--- src/rtl/spi_slave.sv ---
// SPI responder: synchronised sclk/ss/mosi, all CPOL/CPHA modes, one-deep tx holding register.
// Define SPI_SLAVE_MISO_TRISTATE_EN to float miso while deselected or in reset.
module spi_slave #(
  parameter int SYNC_STAGES = 2
) (
  input  logic       clk,
  input  logic       reset,
  input  logic       cpol,
  input  logic       cpha,
  input  logic       sclk,
  input  logic       ss,
  input  logic       mosi,
  output logic       miso,
  input  logic [7:0] tx_data,
  input  logic       tx_load,
  output logic       tx_ready,
  output logic       tx_underrun,
  output logic [7:0] rx_data,
  output logic       rx_valid,
  output logic       busy,
  output logic [1:0] stateout
);

  localparam logic [1:0] IDLE  = 2'd0;
  localparam logic [1:0] LOAD  = 2'd1;
  localparam logic [1:0] SHIFT = 2'd2;

  logic [SYNC_STAGES-1:0] sclk_sr, ss_sr, mosi_sr;
  logic       sclk_s, ss_s, mosi_s;
  logic       sclk_d, ss_d;
  logic [1:0] state;
  logic [2:0] cnt;
  logic [7:0] rx_shift, tx_shift, hold;
  logic       hold_full;
  logic       rise, fall, lead, trail;
  logic       sample_e, shift_e, ss_fall, reload, drive;

  // ss chain clears low so a transfer in flight at reset
  // release never looks like a fresh falling edge
  always_ff @(posedge clk or posedge reset) begin
    if (reset) begin
      sclk_sr <= '0;
      ss_sr   <= '0;
      mosi_sr <= '0;
      sclk_d  <= 1'b0;
      ss_d    <= 1'b0;
    end else begin
      sclk_sr <= {sclk_sr[SYNC_STAGES-2:0], sclk};
      ss_sr   <= {ss_sr[SYNC_STAGES-2:0], ss};
      mosi_sr <= {mosi_sr[SYNC_STAGES-2:0], mosi};
      sclk_d  <= sclk_s;
      ss_d    <= ss_s;
    end
  end

  assign sclk_s   = sclk_sr[SYNC_STAGES-1];
  assign ss_s     = ss_sr[SYNC_STAGES-1];
  assign mosi_s   = mosi_sr[SYNC_STAGES-1];
  assign rise     = sclk_s & ~sclk_d;
  assign fall     = ~sclk_s & sclk_d;
  assign lead     = cpol ? fall : rise;
  assign trail    = cpol ? rise : fall;
  assign sample_e = cpha ? trail : lead;
  assign shift_e  = cpha ? lead : trail;
  assign ss_fall  = ss_d & ~ss_s;

  // cpha=0 reloads on the shift edge after the 8th sample,
  // cpha=1 reloads on the 8th sample edge itself
  always_comb begin
    reload = 1'b0;
    if (!ss_s) begin
      if (state == LOAD)
        reload = 1'b1;
      else if (state == SHIFT)
        reload = cpha ? (sample_e && cnt == 3'd7)
                      : (shift_e && cnt == 3'd0);
    end
  end

  always_ff @(posedge clk or posedge reset) begin
    if (reset) begin
      state       <= IDLE;
      cnt         <= 3'd0;
      rx_shift    <= 8'h00;
      tx_shift    <= 8'h00;
      rx_data     <= 8'h00;
      rx_valid    <= 1'b0;
      tx_underrun <= 1'b0;
    end else begin
      rx_valid    <= 1'b0;
      tx_underrun <= 1'b0;
      if (ss_s) begin
        state    <= IDLE;
        cnt      <= 3'd0;
        rx_shift <= 8'h00;
        tx_shift <= 8'h00;
      end else begin
        case (state)
          IDLE: if (ss_fall) state <= LOAD;
          LOAD: state <= SHIFT;
          default: begin
            if (sample_e) begin
              rx_shift <= {rx_shift[6:0], mosi_s};
              cnt      <= cnt + 3'd1;
              if (cnt == 3'd7) begin
                rx_data  <= {rx_shift[6:0], mosi_s};
                rx_valid <= 1'b1;
              end
            end
            if (shift_e && cnt != 3'd0)
              tx_shift <= {tx_shift[6:0], 1'b0};
          end
        endcase
        if (reload) begin
          tx_shift    <= hold_full ? hold : 8'h00;
          tx_underrun <= ~hold_full;
        end
      end
    end
  end

  always_ff @(posedge clk or posedge reset) begin
    if (reset) begin
      hold      <= 8'h00;
      hold_full <= 1'b0;
    end else if (tx_load) begin
      hold      <= tx_data;
      hold_full <= 1'b1;
    end else if (reload) begin
      hold_full <= 1'b0;
    end
  end

  assign drive    = ~reset & ~ss_s & (state != IDLE);
  assign busy     = ~ss_s & (state != IDLE);
  assign tx_ready = ~hold_full;
  assign stateout = state;

`ifdef SPI_SLAVE_MISO_TRISTATE_EN
  assign miso = drive ? tx_shift[7] : 1'bz;
`else
  assign miso = drive ? tx_shift[7] : 1'b0;
`endif

endmodule

--- config.mk ---
export PLATFORM = sky130hd
export DESIGN_NAME = spi_slave
export DESIGN_NICKNAME = d
export VERILOG_FILES = /design/src/rtl/spi_slave.sv
export SDC_FILE = /design/constraint.sdc
export NUM_CORES = 1
export LEC_CHECK = 0
export BUFFER_PORTS_ARGS = -buffer_cell sky130_fd_sc_hd__buf_4
export CORE_MARGIN = 2
export CORE_UTILIZATION = 30
export CTS_CLUSTER_DIAMETER = 40
export DETAILED_ROUTE_END_ITERATION = 8
export PLACE_DENSITY_LB_ADDON = 0.15
export SLEW_MARGIN = 40
export SYNTH_ARGS = -nofsm -noshare
export SYNTH_HDL_FRONTEND = slang
export SYNTH_SLANG_ARGS = --single-unit
--- constraint.sdc ---
create_clock -name clk -period 3.35 [get_ports clk]
set_clock_uncertainty 0.05 [all_clocks]
set_input_delay 0.335 -clock clk [delete_from_list [all_inputs] [get_ports clk]]
set_output_delay 0.335 -clock clk [all_outputs]
set_load 0.05 [all_outputs]
==> impl_metrics.yaml, run 1 <==
yosys:
  syn-mean-instance-area_um2: 13.24
  synth_seq_cells: 47
  syn-cell-area_um2: 1999
  post_synth_num_cell_types: 28
  yosysWarnings: 0
  yosysTopAreaCell: "dfrtp_1"
  syn_nets: 170
  synth_edf_count: 0
  synth_seq_area_share: 0.5882
  synth_cells: 151
  synth_flop_cell: "dfrtp_1"
  async_flop_share: 1.000
  synthTopCellsByCount: "47 x dfrtp_1, 16 x mux2_2, 15 x and3_1"
  synth_top_area_share: 0.5882
  synth.most_common_cell: "dfrtp_1"
  ys_top_cells_by_area: "dfrtp_1 59%, mux2_2 9.0%, mux2i_1 5.0%"
hold_path:
  hold_class: "in2reg"
  hp-start: "mosi"
placement:
  preCtsSetupSlack_ps: 1245
  io_buffer_count: 30
  place.gp.congestion: 0.7385
  dp_hpwl_um: 2777
  placed_cell_area_um2: 2315
floorplanning:
  design.die.area_um2: 7333
  rows: 29
  initial_core_util: 0.3131
  ioPinCount: 31
  die_w_um: 85.64
  core_area_um2: 6386
  die_y_um: 85.64
global_routing:
  grt_use_met3: 0.03465
  grt_util_all_layers: 0.1161
  use_met2: 0.1761
  busiest_layer: "met2"
  antenna_found_initial: 0
  grt_pass1_wl_um: 6665
  grt_pass1_vias: 1359
  met1_usage: 0.1595
  grt_max_degree: 48
  overflow: 0
sta:
  finalMaxSlewViolations: 0
  hold_viol: 0
  period_share: 0.6390
  clock.fmax_ghz: 0.4671
  finalSetupTns_ps: 0
  setup_slack_ps: 1209
  grt_setup_unrepaired: "false"
  whs_ps: 86.09
  finalSetupViolations: 0
  finalCriticalPeriod_ps: 2141
  slew-limit-headroom: 0.6007
  worstMarginPinSlew_ps: 599.0
pwr:
  p_per_area_nw_per_um2: 452.1
  p_int_uw: 809.1
  sw_frac_of_total: 0.2585
  finalPower_mw: 1.091
  cellLeakagePower_nw: 1.269
  seq_power_share: 0.557
  clkPwrFrac: 0.334
  pwr-share-comb: 0.109
  vdd_drop_max_mv: 0.2336
  switching_power_uw: 282.1
clock_tree:
  cts-root-buf: "clkbuf_8"
  cts_setup_buffers: 0
  cts_max_path_buffers: 2
  htree_levels: 2
  cts_tree: "built"
  cts_sinks: 47
  clkLatencyLatePin_ps: 300
  post_cts_resized: 0
  cts-hold-fix-buffers: 0
  cts_buffers: 5
  cts.clk_slew.worst_paths_ps: 90
worst_setup_path:
  r2r_start: "cnt[0]$_DFFE_PP0P_"
  critPathMaxFanout: 9
  cp-start-kind: "flop"
  cp-startpoint: "stateout[1]$_DFFE_PP0P_"
  crit_type: "reg2out"
  arrival_ps: 1760
  critPathCaptureType: "output pin"
  required_ps: 2960
route:
  drt_iter0_markers: 119
  ant_nets: 0
  first_pass_iters: 4
  wirelength_um: 3842
  post_drt_wl_per_cell_um: 14.61
  dr_total_vias: 1256
  drc: 0
  via_per_inst: 4.776
flow_run:
  maxCapViolCount: 0
cells_and_area:
  drive_above_1_share: 0.3441
  stdcell_area_um2: 2414
  final_nets: 204
  area_delta_synth_final_pct: 20.71
  n_antenna_cell: 0
status:
  status: "completed"
-- layer usage --
layer | share of wire | vias to the layer above | wire [µm]
met3 | 0.039 | 5 | 151
li1 | - | 602 | -
met5 | 0 | - | 0
met1 | 0.48 | 629 | 1859
met4 | 0.011 | 0 | 44
met2 | 0.47 | 20 | 1787
-- layout by cell type, fill, tap and decap left out, types with 2 or more instances in the layout --
cell type  Yosys  layout
mux2i_1       10      10
a21oi_1        2       2
nor3_1         2       2
nand2b_1       5       5
nor2_1        13      13
mux2_2        16      16
dfrtp_1       47      47
inv_1          6       5
clkbuf_8       0       6
nand2_1        3       3
a221o_1        7       7
ha_1           3       3
o31ai_4        2       2
buf_4          0      32
mux2_4         2       2
xnor2_1        2       2
and3_1        15      15
-- power by group through the flow --
stage                     Clock [mW]  Sequential (mW)  Combinational [mW]
after detailed placement           0            0.619               0.121
after global routing           0.409            0.611               0.130
after global placement             0            0.618               0.117
after CTS                      0.380            0.608               0.122
final                          0.364            0.608               0.119
after floorplan                    0            0.617              0.0802
-- stage by stage --
| stage | utilization | cells |
|---|---|---|
| 2_1_floorplan | - | 151 |
| 3_3_place_gp | 0.3625 | 255 |
| 3_5_place_dp | 0.3625 | 255 |
| 4_1_cts | 0.3779 | 263 |
| 5_1_grt | 0.3779 | 263 |
| 6_report | 0.3779 | 263 |
-- final timing paths --
| path | slack [ps] | endpoint | depth (start not counted) |
|---|---|---|---|
| worst min register to register | 310 | ss_sr[1]$_DFF_PP0_ | 0 |
| worst max-delay path | 1210 | miso | 4 |
| max in group asynchronous | 2660 | sclk_sr[1]$_DFF_PP0_ | 3 |
| worst max register to register | 1240 | tx_shift[2]$_DFFE_PP0P_ | 7 |
| min in group asynchronous | 170 | hold[3]$_DFFE_PP0P_ | 3 |
| worst min-delay path | 90 | mosi_sr[0]$_DFF_PP0_ | 1 |
-- final cells by class --
class	count	area [µm²]
clock inverters	2	16.27
repair buffers	32	240.2
fillers	628	3973
multi-input cells	93	779.5
inverters	6	22.52
flip-flops and latches	47	1176
well taps	77	96.34
clock buffers	6	82.58
-- state kept, by name, summed over array words and instances, names as in the netlist, 2 cells and up --
signal and cells:
mosi_sr 2, rx_shift 7, tx_shift 8, stateout 2, ss_sr 2, cnt 3
sclk_sr 2, rx_data 8, hold 8
-- kinds of logic after synthesis --
family / Yosys count / synth area share
flip-flops: 47 / 0.5882
AND/OR/NAND/NOR: 44 / 0.1227
multiplexers: 28 / 0.1552
AO/OA/AOI/OAI: 16 / 0.08448
buffers and inverters: 11 / 0.02190
adder cells (fa/ha/maj): 3 / 0.01878
XOR/XNOR: 2 / 0.008763
-- critical path, cell delays in order, from the launching register on --
cell and delay (ps):
dfrtp_1 510, nor2_1 160, nor2_1 380, and3_1 220, buf_4 190
Power figures use the tool's default switching activity.
==> run 2, diff against run 1 <==
==> constraint.sdc (replaced) <==
create_clock -name clk -period 2 [get_ports clk]
set_clock_uncertainty 0.05 [all_clocks]
set_input_delay 0.2 -clock clk [delete_from_list [all_inputs] [get_ports clk]]
set_output_delay 0.2 -clock clk [all_outputs]
set_load 0.05 [all_outputs]
==> run 2 against run 1 <==
Routed wire length decreased by 2.4%. Utilization increased by 1.7 points. Cell area increased by 4.5%. Worst hold slack got worse by 34 ps. Global-route usage decreased by 0.42 points. First-iteration DRC count decreased by 46%. Die area unchanged. Highest routed layer unchanged. Cell count increased by 3.0%. Count of clock-buffer cells in the layout increased by 1. Critical endpoint is now tx_shift[5]$_DFFE_PP0P_. Critical path depth increased by 3.
==> impl_metrics.yaml, run 2 (synthesis results as in run 1) <==
status:
  status: "completed"
clock_tree:
  cts-root-buf: "clkbuf_8"
  cts_buffers: 5
  cts_sinks: 47
  cts_tree: "built"
  cts_max_path_buffers: 2
  clkLatencyLatePin_ps: 300
  htree_levels: 2
  cts.clk_slew.worst_paths_ps: 90
flow_run:
  maxCapViolCount: 0
worst_setup_path:
  crit_path_frequent_cell: "ha_1"
  crit_type: "reg2reg"
  slowest_delay_ps: 410
  critPathCaptureType: "flop"
  cp_slowest_cell: "dfrtp_1"
  crit_buf_inv: 1
  critPathMaxFanout: 7
  arrival_ps: 2030
  critical_path.top_delay_family: "compound AO/OA/AOI/OAI gates"
  required_ps: 2140
  path_cells: "ha_1 -> ha_1 -> a21oi_4 -> o31ai_4 -> buf_4 -> and3_1 -> a221o_1"
  cp-start-kind: "flop"
cells_and_area:
  final_cell_mix: "47 x dfrtp_1, 37 x buf_4, 16 x mux2_2"
  n_antenna_cell: 0
  stdcell_area_um2: 2521
  area_delta_synth_final_pct: 26.10
  layout_commonest_cell: "dfrtp_1"
  drive_above_1_share: 0.3763
  reg_top3: "hold: 8 flops, rx_data: 8 flops, tx_shift: 8 flops"
  fillCellCount: 606
  final_nets: 212
route:
  post_drt_wl_per_cell_um: 13.84
  first_pass_iters: 4
  ant_nets: 0
  drc: 0
  dr_total_vias: 1272
  wirelength_um: 3750
  via_per_inst: 4.694
  drt_iter0_markers: 64
sta:
  period_share: 0.9475
  finalCriticalPeriod_ps: 1895
  finalSetupViolations: 0
  hold_viol: 0
  clock.fmax_ghz: 0.5277
  finalMaxSlewViolations: 0
  worstMarginPinSlew_ps: 575.8
  setup_slack_ps: 105.1
  slew-limit-headroom: 0.6161
floorplanning:
  initial_core_util: 0.3131
  die_y_um: 85.64
  die_w_um: 85.64
  design.die.area_um2: 7333
  core_area_um2: 6386
  rows: 29
  ioPinCount: 31
placement:
  placed_cell_area_um2: 2350
  preCtsSetupSlack_ps: -23.10
  dp_hpwl_um: 2718
  place.gp.congestion: 0.7241
  io_buffer_count: 30
global_routing:
  overflow: 0
  grt_max_degree: 48
  grt_pass1_wl_um: 6410
  antenna_found_initial: 0
  grt_util_all_layers: 0.1119
  grt_pass1_vias: 1258
pwr:
  cellLeakagePower_nw: 1.311
  vdd_drop_max_mv: 0.3095
  p_per_area_nw_per_um2: 736.3
  finalPower_mw: 1.856
hold_path:
  hold_class: "in2async"
-- run 2: cell types whose count changed in the layout (fill, tap and decap cells not counted), sizes merged --
cell	before	now
buf	32	37
dlygate4sd3	0	3
clkbuf	6	7
clkinv	1	0
clkinvlp	1	2
inv	6	5
-- run 2: path summary, 6_finish.rpt --
check | from | end | slack, ps | depth (start not counted)
setup / recovery | cnt[1]$_DFFE_PP0P_ | tx_shift[5]$_DFFE_PP0P_ | 110 | 7
hold / removal | reset | hold[3]$_DFFE_PP0P_ | 50 | 3
setup reg to reg | cnt[1]$_DFFE_PP0P_ | tx_shift[5]$_DFFE_PP0P_ | 110 | 7
hold reg to reg | ss_sr[0]$_DFF_PP0_ | ss_sr[1]$_DFF_PP0_ | 300 | 0
max in group asynchronous | reset | stateout[1]$_DFFE_PP0P_ | 1460 | 3
min in group clk | tx_data[1] | hold[1]$_DFFE_PP0P_ | 80 | 2
-- run 2: area by class of cell --
class                           count  area (µm²)  share of cell area
Clock buffer                        7       96.34             0.03821
Clock inverter                      1       7.507            0.002978
Inverter                            6       26.28             0.01042
Multi-Input combinational cell     93       810.8              0.3216
Sequential cell                    47        1176              0.4665
Tap cell                           77       96.34             0.03821
Timing Repair Buffer               40       307.8              0.1221
-- run 2: what timing repair did --
item / CTS / global route
pin swaps: 2 / 1
endpoints found under the setup margin: 8 / 7
setup buffers: 1 / 1
hold endpoints to repair: 3 / 0
hold buffers: 3 / 0
gates resized for setup: 1 / 3
-- run 2: per-layer routing --
metal | vias to the layer above | routed length [µm] | track usage
met5 | - | 0 | 0
met2 | 24 | 1767 | 0.1612
met1 | 623 | 1779 | 0.1584
li1 | 619 | - | -
met4 | 0 | 63 | 0.04329
met3 | 6 | 139 | 0.03369
-- run 2: worst min-delay path, stage by stage --
cell,delay (ps)
buf_4,120
clkinvlp_4,60
buf_4,480
-- run 2: report_power, final --
group	switching (mW)	internal (mW)
sequential	0.0270	0.989
combinational	0.121	0.0992
clock	0.306	0.314
total	0.454	1.40
-- run 2: metrics by stage --
step           hold WS [ps]  TNS [ps]  cells  utilization
2_1_floorplan         175.8         0    151            -
3_3_place_gp          260.9         0    258       0.3679
3_5_place_dp          260.6    -82.86    258       0.3679
4_1_cts               68.58         0    270       0.3907
5_1_grt               63.64    -8.733    271       0.3948
6_report              52.38         0    271       0.3948
==> run 3, diff against run 2 <==
--- a/config.mk
+++ b/config.mk
@@ -10,6 +10,7 @@
 export CORE_UTILIZATION = 30
 export CTS_CLUSTER_DIAMETER = 40
 export DETAILED_ROUTE_END_ITERATION = 8
+export MAX_ROUTING_LAYER = met4
 export PLACE_DENSITY_LB_ADDON = 0.15
 export SLEW_MARGIN = 40
 export SYNTH_ARGS = -nofsm -noshare
==> run 3 against run 2 <==
Count of clock-buffer cells in the layout unchanged. Critical path depth unchanged. Routed wire length unchanged. Worst hold slack about the same. Power unchanged. Register-to-register slack about the same. Worst setup slack unchanged. Critical path type unchanged. Clock power about the same. Via count unchanged. First-iteration DRC count up 22%. Die area unchanged.
==> impl_metrics.yaml, run 3 (synthesis results as in run 1) <==
sta:
  clock.fmax_ghz: 0.5277
  finalCriticalPeriod_ps: 1895
  hold_viol: 0
  finalSetupTns_ps: 0
  worstMarginPinSlew_ps: 575.8
  period_share: 0.9475
  slew-limit-headroom: 0.6161
  finalMaxSlewViolations: 0
  finalSetupViolations: 0
hold_path:
  hold_class: "in2async"
route:
  ant_nets: 0
  drt_iter0_markers: 78
  dr_total_vias: 1272
  post_drt_wl_per_cell_um: 13.84
  drc: 0
  via_per_inst: 4.694
  first_pass_iters: 4
  wirelength_um: 3750
clock_tree:
  cts_sinks: 47
  htree_levels: 2
  cts_tree: "built"
  cts-root-buf: "clkbuf_8"
  cts_buffers: 5
  cts_max_path_buffers: 2
  clkLatencyLatePin_ps: 300
  cts.clk_slew.worst_paths_ps: 90
global_routing:
  grt_max_degree: 48
  grt_pass1_vias: 1256
  grt_use_met3: 0.03369
  use_met2: 0.1612
  overflow: 0
  grt_util_all_layers: 0.1153
  grt_pass1_wl_um: 6410
  busiest_layer: "met2"
  antenna_found_initial: 0
  met1_usage: 0.1584
placement:
  dp_hpwl_um: 2718
  io_buffer_count: 30
  place.gp.congestion: 0.7326
  dp.cells: 258
cells_and_area:
  final_cells: 271
  final_cell_mix: "47 x dfrtp_1, 37 x buf_4, 16 x mux2_2"
  reg_top3: "hold: 8 flops, rx_data: 8 flops, tx_shift: 8 flops"
  n_antenna_cell: 0
  area_delta_synth_final_pct: 26.10
  layout_commonest_cell: "dfrtp_1"
  final_nets: 212
  drive_above_1_share: 0.3763
  fillCellCount: 606
  utilization: 0.3948
pwr:
  p_per_area_nw_per_um2: 736.3
  vdd_drop_max_mv: 0.3095
  finalPower_mw: 1.856
  cellLeakagePower_nw: 1.311
flow_run:
  maxCapViolCount: 0
worst_setup_path:
  critPathMaxFanout: 7
  arrival_ps: 2030
  required_ps: 2140
  crit_type: "reg2reg"
  cp-start-kind: "flop"
  critPathCaptureType: "flop"
floorplanning:
  die_w_um: 85.64
  design.die.area_um2: 7333
  core_area_um2: 6386
  die_y_um: 85.64
  rows: 29
  initial_core_util: 0.3131
  ioPinCount: 31
status:
  status: "completed"
run 3: cell counts in the layout (fill, tap and decap cells not counted):
No cell type changed its count.
run 3: layout make-up:
type	count	area, µm²	area share
flip-flops and latches	47	1176	0.4665
multi-input cells	93	810.8	0.3216
repair buffers	40	307.8	0.1221
clock buffers	7	96.34	0.03821
well taps	77	96.34	0.03821
inverters	6	26.28	0.01042
clock inverters	1	7.507	0.002978
run 3: metrics by stage:
stage | hold WS [ps] | cell area, µm² | setup WS, ps
2_1_floorplan | 175.8 | 2012 | 12.67
3_3_place_gp | 260.9 | 2350 | 47.30
6_report | 52.39 | 2521 | 105.1
3_5_place_dp | 260.6 | 2350 | -23.10
4_1_cts | 68.58 | 2495 | 6.450
5_1_grt | 63.65 | 2521 | -5.187
run 3: worst max-delay path, cell delays in order, from the launching register on:
cell     delay (ps)
dfrtp_1         410
ha_1            190
ha_1            240
a21oi_4         210
o31ai_4         100
buf_4           160
and3_1          160
a221o_1         260
run 3: repair_timing:
action,4_1_cts,5_1_grt
gates cloned,0,0
pin swaps,2,1
endpoints found under the hold margin,3,0
endpoints found under the setup margin,8,7
hold buffers,3,0
buffers inserted,1,1
resized for setup,1,3
run 3: report_power, final:
group | internal [mW] | total (mW) | switching [mW]
combinational | 0.0992 | 0.221 | 0.121
sequential | 0.989 | 1.02 | 0.0270
clock | 0.314 | 0.620 | 0.306
total | 1.40 | 1.86 | 0.454
run 3: path summary, 6_finish.rpt:
path / start / end / slack, ps / depth (start not counted)
max in group asynchronous: reset / stateout[1]$_DFFE_PP0P_ / 1460 / 3
worst max-delay path: cnt[1]$_DFFE_PP0P_ / tx_shift[5]$_DFFE_PP0P_ / 110 / 7
worst max register to register: cnt[1]$_DFFE_PP0P_ / tx_shift[5]$_DFFE_PP0P_ / 110 / 7
min in group clk: tx_data[1] / hold[1]$_DFFE_PP0P_ / 80 / 2
worst min register to register: ss_sr[0]$_DFF_PP0_ / ss_sr[1]$_DFF_PP0_ / 300 / 0
worst min-delay path: reset / hold[3]$_DFFE_PP0P_ / 50 / 3
run 3: layer usage:
layer | part of all wire | up-vias
met3 | 0.037 | 6
met4 | 0.017 | 0
li1 | - | 619
met1 | 0.47 | 623
met2 | 0.47 | 24
met5 | 0 | -
